**src/rtl/wb_pkg.sv**
```systemverilog
// Shared constants for the multi-channel write-back stage.
// Latency: none (definitions only).
// Backpressure: none (definitions only).
package wb_pkg;

   localparam int ARB_FIXED  = 0;
   localparam int ARB_RR     = 1;

   localparam int DEF_DATA_W = 32;
   localparam int DEF_ADDR_W = 5;

   // x0 is hard-wired zero in the regfile, so writes to it are discarded
   localparam logic [DEF_DATA_W-1:0] ZeroRegData = '0;
   localparam logic [DEF_ADDR_W-1:0] ZeroRegAddr = '0;

   // Modular increment, used for the round-robin pointer
   function automatic int wrap_inc(input int v, input int n);
      return (v + 1) % n;
   endfunction

endpackage

```
**src/rtl/wb_chan_fifo.sv**
```systemverilog
// Per-channel write-back FIFO holding {addr,data}, with a pending-address match output.
// Latency: pushed entry is visible at the head the cycle after the push edge.
// Backpressure: o_full blocks pushes; a same-cycle pop does not free a slot early.
module wb_chan_fifo
   import wb_pkg::*;
#(
   parameter int DATA_W = DEF_DATA_W,
   parameter int ADDR_W = DEF_ADDR_W,
   parameter int DEPTH  = 4
) (
   input  logic              i_clk,
   input  logic              i_rst_n,
   input  logic              i_flush,
   input  logic              i_push,
   input  logic [ADDR_W-1:0] i_push_addr,
   input  logic [DATA_W-1:0] i_push_dat,
   input  logic              i_pop,
   output logic [ADDR_W-1:0] o_head_addr,
   output logic [DATA_W-1:0] o_head_dat,
   output logic              o_full,
   output logic              o_empty,
   input  logic [ADDR_W-1:0] i_query_addr,
   output logic              o_match
);

   localparam int PTR_W = $clog2(DEPTH);
   localparam int CNT_W = PTR_W + 1;

   logic [ADDR_W-1:0] r_addr_mem [DEPTH];
   logic [DATA_W-1:0] r_dat_mem  [DEPTH];
   logic [PTR_W-1:0]  r_wr_ptr;
   logic [PTR_W-1:0]  r_rd_ptr;
   logic [CNT_W-1:0]  r_cnt;
   logic              w_push;
   logic              w_pop;

   assign o_full      = (r_cnt == CNT_W'(DEPTH));
   assign o_empty     = (r_cnt == '0);
   // Flush wins over both push and pop
   assign w_push      = i_push & ~o_full & ~i_flush;
   assign w_pop       = i_pop & ~o_empty & ~i_flush;
   assign o_head_addr = r_addr_mem[r_rd_ptr];
   assign o_head_dat  = r_dat_mem[r_rd_ptr];

   // Pointer and occupancy tracking; flush empties the queue
   always_ff @(posedge i_clk or negedge i_rst_n) begin
      if (!i_rst_n) begin
         r_wr_ptr <= '0;
         r_rd_ptr <= '0;
         r_cnt    <= '0;
      end else if (i_flush) begin
         r_wr_ptr <= '0;
         r_rd_ptr <= '0;
         r_cnt    <= '0;
      end else begin
         if (w_push) r_wr_ptr <= r_wr_ptr + PTR_W'(1);
         if (w_pop)  r_rd_ptr <= r_rd_ptr + PTR_W'(1);
         case ({w_push, w_pop})
            2'b10:   r_cnt <= r_cnt + CNT_W'(1);
            2'b01:   r_cnt <= r_cnt - CNT_W'(1);
            default: r_cnt <= r_cnt;
         endcase
      end
   end

   // Entry storage; contents only meaningful inside the occupied window
   always_ff @(posedge i_clk) begin
      if (w_push) begin
         r_addr_mem[r_wr_ptr] <= i_push_addr;
         r_dat_mem[r_wr_ptr]  <= i_push_dat;
      end
   end

   // Any occupied slot whose address equals the query address
   always_comb begin
      o_match = 1'b0;
      for (int i = 0; i < DEPTH; i++) begin
         if ((CNT_W'(PTR_W'(PTR_W'(i) - r_rd_ptr)) < r_cnt) &&
             (r_addr_mem[i] == i_query_addr)) begin
            o_match = 1'b1;
         end
      end
   end

endmodule

```
**src/rtl/wb_multi_stage.sv**
```systemverilog
// Merges NUM_CH write-result streams into the single regfile write port, with pending-write query.
// Latency: accept on edge E -> registered write enable after edge E+1 when uncontended.
// Backpressure: per-channel ready = FIFO not full; one regfile write granted per cycle.
module wb_multi_stage
   import wb_pkg::*;
#(
   parameter int DATA_W     = DEF_DATA_W,
   parameter int ADDR_W     = DEF_ADDR_W,
   parameter int NUM_CH     = 2,
   parameter int FIFO_DEPTH = 4,
   parameter int ARB_MODE   = ARB_FIXED
) (
   input  logic                     clk_i_WB,
   input  logic                     rst_n_i_WB,
   input  logic                     flush_i_WB,
   input  logic [NUM_CH-1:0]        Wt_Valid_i_WB,
   output logic [NUM_CH-1:0]        Wt_Ready_o_WB,
   input  logic [NUM_CH*DATA_W-1:0] Wt_Data_i_WB,
   input  logic [NUM_CH*ADDR_W-1:0] Wt_Addr_i_WB,
   input  logic [ADDR_W-1:0]        Query_Addr_i_WB,
   output logic                     Query_Busy_o_WB,
   output logic [DATA_W-1:0]        Wt_Data_o_WB,
   output logic [ADDR_W-1:0]        Wt_Addr_o_WB,
   output logic                     Wt_Enable_o_WB,
   output logic                     Idle_o_WB
);

   localparam int RR_W = (NUM_CH > 1) ? $clog2(NUM_CH) : 1;

   logic [NUM_CH-1:0] w_full;
   logic [NUM_CH-1:0] w_empty;
   logic [NUM_CH-1:0] w_match;
   logic [NUM_CH-1:0] w_push_vld;
   logic [NUM_CH-1:0] w_pop;
   logic [ADDR_W-1:0] w_head_addr [NUM_CH];
   logic [DATA_W-1:0] w_head_dat  [NUM_CH];
   logic              w_gnt_vld;
   logic [RR_W-1:0]   w_gnt_idx;
   logic [RR_W-1:0]   r_rr_ptr;
   logic [DATA_W-1:0] r_wt_dat;
   logic [ADDR_W-1:0] r_wt_addr;
   logic              r_wt_en;

   for (genvar k = 0; k < NUM_CH; k++) begin : g_ch
      // x0 writes complete the handshake but are never stored
      assign w_push_vld[k] = Wt_Valid_i_WB[k] &
                             (Wt_Addr_i_WB[k*ADDR_W +: ADDR_W] != ADDR_W'(ZeroRegAddr));
      assign w_pop[k]      = w_gnt_vld & (w_gnt_idx == RR_W'(k));

      wb_chan_fifo #(
         .DATA_W (DATA_W),
         .ADDR_W (ADDR_W),
         .DEPTH  (FIFO_DEPTH)
      ) u_fifo (
         .i_clk        (clk_i_WB),
         .i_rst_n      (rst_n_i_WB),
         .i_flush      (flush_i_WB),
         .i_push       (w_push_vld[k]),
         .i_push_addr  (Wt_Addr_i_WB[k*ADDR_W +: ADDR_W]),
         .i_push_dat   (Wt_Data_i_WB[k*DATA_W +: DATA_W]),
         .i_pop        (w_pop[k]),
         .o_head_addr  (w_head_addr[k]),
         .o_head_dat   (w_head_dat[k]),
         .o_full       (w_full[k]),
         .o_empty      (w_empty[k]),
         .i_query_addr (Query_Addr_i_WB),
         .o_match      (w_match[k])
      );
   end

   assign Wt_Ready_o_WB = ~w_full;

   // Grant the first non-empty head, scanning from index 0 (fixed) or from the RR pointer;
   // scanning downwards lets the smallest search offset win the last assignment
   always_comb begin
      w_gnt_vld = 1'b0;
      w_gnt_idx = '0;
      for (int off = NUM_CH - 1; off >= 0; off--) begin
         logic [RR_W-1:0] v_idx;
         if (ARB_MODE == ARB_RR) v_idx = RR_W'((int'(r_rr_ptr) + off) % NUM_CH);
         else                    v_idx = RR_W'(off);
         if (!w_empty[v_idx]) begin
            w_gnt_vld = 1'b1;
            w_gnt_idx = v_idx;
         end
      end
   end

   // Round-robin pointer moves past the granted channel; held on idle and on flush
   always_ff @(posedge clk_i_WB or negedge rst_n_i_WB) begin
      if (!rst_n_i_WB) begin
         r_rr_ptr <= '0;
      end else if (!flush_i_WB && w_gnt_vld && (ARB_MODE == ARB_RR)) begin
         r_rr_ptr <= RR_W'(wrap_inc(int'(w_gnt_idx), NUM_CH));
      end
   end

   // Registered regfile write port; data/addr hold when no write is issued
   always_ff @(posedge clk_i_WB or negedge rst_n_i_WB) begin
      if (!rst_n_i_WB) begin
         r_wt_dat  <= DATA_W'(ZeroRegData);
         r_wt_addr <= ADDR_W'(ZeroRegAddr);
         r_wt_en   <= 1'b0;
      end else if (flush_i_WB) begin
         r_wt_en   <= 1'b0;
      end else if (w_gnt_vld) begin
         r_wt_dat  <= w_head_dat[w_gnt_idx];
         r_wt_addr <= w_head_addr[w_gnt_idx];
         r_wt_en   <= 1'b1;
      end else begin
         r_wt_en   <= 1'b0;
      end
   end

   assign Wt_Data_o_WB    = r_wt_dat;
   assign Wt_Addr_o_WB    = r_wt_addr;
   assign Wt_Enable_o_WB  = r_wt_en;
   // A write in the output register is still pending until the regfile takes it
   assign Query_Busy_o_WB = (Query_Addr_i_WB != ADDR_W'(ZeroRegAddr)) &
                            ((|w_match) | (r_wt_en & (r_wt_addr == Query_Addr_i_WB)));
   assign Idle_o_WB       = (&w_empty) & ~r_wt_en;

endmodule

```
**config.mk**
```make
export PLATFORM = sky130hd
export DESIGN_NAME = wb_multi_stage
export DESIGN_NICKNAME = d
export VERILOG_FILES = /design/src/rtl/wb_pkg.sv /design/src/rtl/wb_chan_fifo.sv /design/src/rtl/wb_multi_stage.sv
export SDC_FILE = /design/constraint.sdc
export NUM_CORES = 1
export LEC_CHECK = 0
export BUFFER_PORTS_ARGS = -buffer_cell sky130_fd_sc_hd__buf_2
export CAP_MARGIN = 40
export CORE_MARGIN = 1
export CORE_UTILIZATION = 42
export DETAILED_ROUTE_END_ITERATION = 12
export GPL_TIMING_DRIVEN = 0
export PLACE_DENSITY = 0.62
export SYNTH_ARGS = -nofsm -noshare
export SYNTH_HDL_FRONTEND = slang
export SYNTH_HIERARCHICAL = 1
export SYNTH_SLANG_ARGS = --single-unit
```
**constraint.sdc**
```tcl
create_clock -name clk_i_WB -period 6.76 [get_ports clk_i_WB]
set_clock_uncertainty 0.15 [all_clocks]
set_input_delay 0 -clock clk_i_WB [delete_from_list [all_inputs] [get_ports clk_i_WB]]
set_output_delay 0 -clock clk_i_WB [all_outputs]
set_load 0.03 [all_outputs]
```
# ---- Word level (Yosys, flattened, before mapping)
# Memory sizes are Yosys's and may differ from the RTL's.
# Index checks and enable logic that the tools add are counted.
dict set report word_totals {
  register_bits 52
  mem_bits_rw 296
  out_inout_bits 42
  wordCells 135
  memories 4
  inputBits 84
}
# memory depth width rd rd_clocked_by_memory_dff wr line
set memory_table {}
lappend memory_table {{g_ch[0].u_fifo.r_dat_mem} 4 32 1 0 1 wb_chan_fifo.sv:30} ;# logic [DATA_W-1:0] r_dat_mem [DEPTH];
lappend memory_table {{g_ch[1].u_fifo.r_dat_mem} 4 32 1 0 1 wb_chan_fifo.sv:30}
lappend memory_table {{g_ch[0].u_fifo.r_addr_mem} 4 5 5 0 1 wb_chan_fifo.sv:29} ;# logic [ADDR_W-1:0] r_addr_mem [DEPTH];
lappend memory_table {{g_ch[1].u_fifo.r_addr_mem} 4 5 5 0 1 wb_chan_fifo.sv:29}
dict set report op_classes {
  n_addsub 16
  reduce_logical 22
  order_cmp 9
  n_bitwise 25
  muxes 35
  eq_ne 15
}
# op n
set op_table {}
lappend op_table {{32-bit 2-to-1 mux} 3}
lappend op_table {{5-bit equality test} 9}
lappend op_table {{2-bit by 3-bit < comparator with 1-bit output} 8}
lappend op_table {{1-bit 2-to-1 mux} 17}
lappend op_table {{2-bit 2-to-1 mux} 8}
lappend op_table {{1-bit bitwise AND} 15}
lappend op_table {{5-bit 2-to-1 mux} 3}
lappend op_table {{5-bit nonzero test} 3}
lappend op_table {{3-bit one-hot mux with 2 select lines} 2}
lappend op_table {{2-bit by 1-bit adder with 2-bit output, second input constant} 4}
lappend op_table {{1-bit logical AND} 8}
lappend op_table {{2-bit nonzero test} 4}
lappend op_table {{1-bit by 2-bit subtractor with 2-bit output, first input constant} 4}
lappend op_table {{2-bit subtractor, first input constant} 4}
lappend op_table {{1-bit inverter} 7}
lappend op_table {{3-bit by 1-bit adder with 3-bit output, second input constant} 2}
lappend op_table {{3-bit equality test, second input constant} 2}
lappend op_table {{3-bit logical NOT} 2}
lappend op_table {{3-bit 2-to-1 mux} 2}
lappend op_table {{3-bit nonzero test} 2}
lappend op_table {{3-bit by 1-bit subtractor with 3-bit output, second input constant} 2}
lappend op_table {{2-bit by 1-bit equality test with 1-bit output, second input constant} 2}
lappend op_table {{2-bit equality test, second input constant} 2}
lappend op_table {{2-bit AND reduction} 2}
lappend op_table {{5 further kinds} 5}

# ---- Logic depth before layout (Yosys ltp)
dict set report logic_depth {
  word_depth 10
  mapped_depth 9
  mapped_depth_nobuf 8
}

# ---- By module
# The synthesis kept the hierarchy.
# mod instances area_each_um2 seq_area_each_um2 cells_each
set modules_own_cells {}
lappend modules_own_cells {{wb_chan_fifo at g_ch[1].u_fifo} 1 6232.2 4619.4 294}
lappend modules_own_cells {{wb_chan_fifo at g_ch[0].u_fifo} 1 6227.2 4619.4 293}
lappend modules_own_cells {wb_multi_stage 1 1856.8 950.9 182}

# ---- Worst setup path before layout
# Ideal clock, no wire load.
dict set report synth_timing {
  path_kind {reg-to-reg}
  start {register g_ch[0].u_fifo.r_cnt[0]}
  end {memory g_ch[0].u_fifo/r_addr_mem[0][0] (netlist name), enable pin}
  setup_time_ps 398
  path_slack_ps 4286
  arrival_ps 1926
  path_stages_with_launch 5
  t_required_ps 6212
  path_buffers 0
  period_less_slack_ps 2474
  path_cell_list {dfrtp_1 > nor2_1 > a21o_4 > nor2_1 > and2_1}
}
dict set report synth_between {
  elab_chain_cells 6
}
# element line
set synth_rtl {}
lappend synth_rtl {{from (decl)} wb_chan_fifo.sv:33} ;# logic [CNT_W-1:0] r_cnt;
lappend synth_rtl {{from (signal assigned)} wb_chan_fifo.sv:59} ;# 2'b10: r_cnt <= r_cnt + CNT_W'(1);
lappend synth_rtl {{from (signal assigned)} wb_chan_fifo.sv:60} ;# 2'b01: r_cnt <= r_cnt - CNT_W'(1);
lappend synth_rtl {{from (signal assigned)} wb_chan_fifo.sv:61} ;# default: r_cnt <= r_cnt;
lappend synth_rtl {{3-bit equality test} wb_chan_fifo.sv:37} ;# assign o_full = (r_cnt == CNT_W'(DEPTH));
lappend synth_rtl {{1-bit inverter} wb_chan_fifo.sv:40} ;# assign w_push = i_push & ~o_full & ~i_flush;
lappend synth_rtl {{1-bit bitwise AND (2 in a row)} wb_chan_fifo.sv:40}
lappend synth_rtl {{1-bit 2-to-1 mux} wb_chan_fifo.sv:68} ;# if (w_push) begin
lappend synth_rtl {{1-bit 2-to-1 mux (not written as such)} wb_chan_fifo.sv:69} ;# r_addr_mem[r_wr_ptr] <= i_push_addr;
lappend synth_rtl {{to (decl)} wb_chan_fifo.sv:29}
# Every way passes these cells.

# ---- Worst setup path after layout
dict set report layout_timing {
  start {register g_ch[0].u_fifo.r_rd_ptr[1]}
  end {output port Query_Busy_o_WB}
}
dict set report layout_between {
  elab_chain_cells 10
  elab_cells_between_ends 19
  classes_between {add/sub: 4; order compare: 4; mux: 4; bitwise: 2; reduce/logical: 5}
}
# element line
set layout_rtl {}
lappend layout_rtl {{from (decl)} wb_chan_fifo.sv:32} ;# logic [PTR_W-1:0] r_rd_ptr;
lappend layout_rtl {{from (signal assigned)} wb_chan_fifo.sv:57} ;# if (w_pop) r_rd_ptr <= r_rd_ptr + PTR_W'(1);
lappend layout_rtl {{1-bit by 2-bit subtractor with 2-bit output} wb_chan_fifo.sv:78} ;# if ((CNT_W'(PTR_W'(PTR_W'(i) - r_rd_ptr)) < r_cnt) &&
lappend layout_rtl {{2-bit by 3-bit < comparator with 1-bit output} wb_chan_fifo.sv:78}
lappend layout_rtl {{1-bit logical AND} wb_chan_fifo.sv:78}
lappend layout_rtl {{1-bit 2-to-1 mux (3 in a row)} wb_chan_fifo.sv:78}
lappend layout_rtl {{1-bit 2-to-1 mux (*)} wb_chan_fifo.sv:78}
lappend layout_rtl {{via w_match[0]} wb_multi_stage.sv:32} ;# logic [NUM_CH-1:0] w_match;
lappend layout_rtl {{2-bit OR reduction (*)} wb_multi_stage.sv:120} ;# ((|w_match) | (r_wt_en & (r_wt_addr == Query_Addr_i_WB)));
lappend layout_rtl {{1-bit bitwise OR (*)} wb_multi_stage.sv:120}
lappend layout_rtl {{1-bit bitwise AND (*)} wb_multi_stage.sv:119} ;# assign Query_Busy_o_WB = (Query_Addr_i_WB != ADDR_W'(ZeroRegAddr)) &
lappend layout_rtl {{to (decl)} wb_multi_stage.sv:21} ;# output logic Query_Busy_o_WB,
# Mark *: on every way through the listed nets, which the timed path passes. The rest lies on a longest branch.

==> impl_metrics.csv <==
group,metric,value,unit
placed_design,io_buffers,125,
outcome,status,"finished with violations",
finish,final_cells,1497,
sta,hold_ws,-0.01310,ns
critical_path,worst_path_dominant_cell_family,"buffers and inverters",
synthesis,synth-seq-area-share,71.18,%
synthesis,synth_top_family_by_area,"multiplexers",
critical_path,reg2reg_to,"g_ch[1].u_fifo/r_cnt[1]$_DFFE_PN0P_",
sta,max_slew_margin,43.27,%
sta,tightest_slew,0.8509,ns
floorplan,dieHeight,186.6,microns
clocking,cts_root_buf,"clkbuf_16",
power,power.internal,4.505,mW
power,power.density,366.6,nW/um^2
sta,min_period,3.380,ns
outcome,violations,"negative hold slack",
synthesis,synth_flop_cell,"edfxtp_1",
floorplan,core_area,33530,sq um
critical_path,cp.depth,9,
synthesis,syn-cell-area,14320,sq um
global_routing,gr-usage-all-layers,19.38,%
clocking,cts.path.max_buffers,3,
synthesis,syn_inst,769,
clocking,cts-htree-levels,2,
finish,area_growth_syn_to_layout,23.84,%
finish,drive_above_1_share,29.93,%
finish,layout_commonest_cell,"edfxtp_1",
sta,rsz0062_at_grt,"false",
clocking,cts_resized,0,
power,p_seq_share,41.8,%
synthesis,synth_mux_area_share,14.72,%
critical_path,reg2reg_from,"g_ch[0].u_fifo/r_cnt[2]$_DFFE_PN0P_",
synthesis,synthAdderAreaFrac,1.678,%
finish,diodes,0,
sta,hold_viol,15,
power,switching_share,30.69,%
sta,tns,0,ns
clocking,clock_latency,0.52,ns
critical_path,cp_slowest_stage_delay,0.59,ns
critical_path,worstPathRequired,6.61,ns
floorplan,rows,67,
power,pwr-share-comb,26.8,%
critical_path,cp-end-kind,"output pin",
floorplan,start_util,42.69,%
synthesis,synth_fp_nets,871,
synthesis,ys_ff_latch,348,
synthesis,synth_compound_area_share,3.050,%
min_path,hold_class,"primary input to async pin",
synthesis,synth_edf_count,296,
synthesis,synth-xor-area-share,3.505,%
global_routing,grt_pass1_wl,50.07,mm
synthesis,yosys_warnings,6,
routing,drtIter0Drc,456,
routing,route.detailed.drc,0,
critical_path,start_kind,"flop",
global_routing,grt_pass1_vias,8328,
routing,firstDrtPassIters,5,
finish,fill_cells,2779,
job,max-cap-violations,0,
clocking,cts.clk_slew.worst_paths,0.06,ns
placed_design,place_ws,3.909,ns
finish,final_cell_mix,"edfxtp_1 (296), buf_2 (138), dlygate4sd3_1 (78), mux4_2 (74), nor2_1 (54)",
synthesis,avgSynthCellArea,18.62,sq um
critical_path,critPathBufInv,3,
critical_path,worstSetupStartpoint,"g_ch[0].u_fifo/r_rd_ptr[1]$_DFFE_PN0P_",
clocking,cts_buffers,37,
floorplan,die_x,186.6,microns
synthesis,ys_async_sr_fraction,14.94,%
global_routing,grt_max_degree,53,
sta,timing.fmax,295.9,MHz
sta,slew_violations,0,
critical_path,critical_path.slowest_cell,"buf_1",
power,p_switching,1.995,mW
critical_path,critPathKind,"flop to output pin",
sta,period_share,50.00,%
power,p_leak,6.122,nW
floorplan,ios,126,
placed_design,placed_cells,1352,
critical_path,cp_max_fo,10,
global_routing,grt_antenna_before_repair,0,
power,clockPowerShare,31.4,%
critical_path,worstPathArrival,3.23,ns
critical_path,crit_chain,"buf_1, inv_1, ha_1, nor2b_1, a2111oi_0, or4_1, o22ai_1, o21ai_1, buf_2",
synthesis,ys_types,40,
placed_design,gp_congestion,0.8304,
placed_design,dp_hpwl,21.35,mm
global_routing,grt_overflow,0,
routing,ant_nets,0,
clocking,cts_sinks,348,
routing,totalWireLength,32.99,mm
power,ir_drop,0.0002493,V
critical_path,endpoint,"Query_Busy_o_WB",
floorplan,die-area,34830,sq um
clocking,cts_tree,"done",
finish,fin_nets,1123,
synthesis,yosys.area_share.simple,3.811,%
sta,setup_viol,0,
routing,vias,7775,
critical_path,reg2reg_slack,4.07,ns
routing,wl_per_cell,22.04,microns
critical_path,reg2reg_depth,9,
routing,vias_per_cell,5.194,
sta,setup_ws,3.380,ns
==> metal layers <==
layer	up-vias	global-route usage, %	wire length, microns	part of all wire [%]
met5	-	0	0	0
met4	0	4.823	546	1.7
met3	39	3.235	1452	4.4
met2	194	33.04	16520	50
met1	4018	25.96	14470	44
li1	3524	-	-	-
==> worst min-delay path by stage <==
stage,depth (start not counted),from,endpoint
4_1_cts,2,rst_n_i_WB,Wt_Addr_o_WB[3]$_DFFE_PN0P_
2_1_floorplan,0,rst_n_i_WB,Wt_Addr_o_WB[0]$_DFFE_PN0P_
6_report,2,rst_n_i_WB,Wt_Addr_o_WB[3]$_DFFE_PN0P_
3_3_place_gp,1,Wt_Data_i_WB[43],g_ch[1].u_fifo/r_dat_mem[2][11]$_DFFE_PP_
3_5_place_dp,1,rst_n_i_WB,Wt_Addr_o_WB[1]$_DFFE_PN0P_
5_1_grt,2,rst_n_i_WB,Wt_Data_o_WB[24]$_DFFE_PN0P_
==> what timing repair did <==
action,in CTS,in global routing
hold buffers,78,0
buffers inserted,0,0
endpoints found under the hold margin,360,0
==> sequential cells by signal (all words and copies together), names as in the netlist <==
| register | cells |
|---|---|
| Wt_Addr_o_WB | 5 |
| Wt_Data_o_WB | 32 |
| Wt_Enable_o_WB | 1 |
| g_ch.u_fifo/r_addr_mem | 40 |
| g_ch.u_fifo/r_cnt | 6 |
| g_ch.u_fifo/r_dat_mem | 256 |
| g_ch.u_fifo/r_rd_ptr | 4 |
| g_ch.u_fifo/r_wr_ptr | 4 |
==> logic make-up after synthesis <==
| family | count (synthesis) |
|---|---|
| DFF | 348 |
| muxes | 117 |
| and+or+nand+nor | 102 |
| AOI/OAI and AO/OA | 73 |
| buffers and inverters | 58 |
| xor gates and xnor gates | 53 |
| adders and majority gates | 18 |
==> through the flow <==
step | instance area, sq um | total power, mW | util [%]
3_5_place_dp | 15700 | 4.488 | 46.81
6_report | 17730 | 6.500 | 52.87
3_3_place_gp | 15500 | 4.444 | 46.23
5_1_grt | 17730 | 6.792 | 52.87
2_1_floorplan | 14320 | 3.916 | -
4_1_cts | 17730 | 6.577 | 52.87
==> cell usage after synthesis (all sizes together) (2+ instances only) <==
library cell / n / area (sq um)
buf: 29 / 186.4
edfxtp: 296 / 8889
a21oi: 46 / 230.2
nor2b: 8 / 50.05
nor3b: 4 / 30.03
a2111oi: 6 / 52.55
xnor2: 44 / 422.9
nor2: 54 / 202.7
mux2: 2 / 30.03
nand2b: 6 / 52.55
mux2i: 41 / 410.4
fa: 2 / 40.04
nor3: 4 / 42.54
o22ai: 3 / 18.77
o21a: 4 / 30.03
and2: 8 / 50.05
ha: 16 / 200.2
or3: 2 / 12.51
xor2: 9 / 78.83
clkbuf: 10 / 37.54
dfrtp: 52 / 1301
a31oi: 2 / 12.51
a221o: 2 / 20.02
or4: 5 / 37.54
inv: 19 / 71.31
nand4: 9 / 56.30
o21ai: 7 / 35.03
mux4: 74 / 1667
a21o: 2 / 30.03
==> power groups by stage <==
stage               combinational [mW]  clock (mW)  sequential (mW)
global placement                  1.68           0             2.77
global route                      1.88        2.16             2.75
detailed placement                1.72           0             2.76
finish                            1.74        2.04             2.72
CTS                               1.77        2.09             2.72
floorplan                        0.964           0             2.95
==> layout make-up <==
class | count | area [sq um] | area share (%)
sequential | 348 | 10190 | 57.47
multi-input combinational | 363 | 3841 | 21.67
clock inverter | 16 | 171.4 | 0.9668
clock buffer | 51 | 1080 | 6.090
inverter | 19 | 71.32 | 0.4023
timing repair buffer | 213 | 1592 | 8.977
buffer | 39 | 224.0 | 1.263
tap | 448 | 560.5 | 3.162
Note: power is estimated with default switching activity, not from simulation.
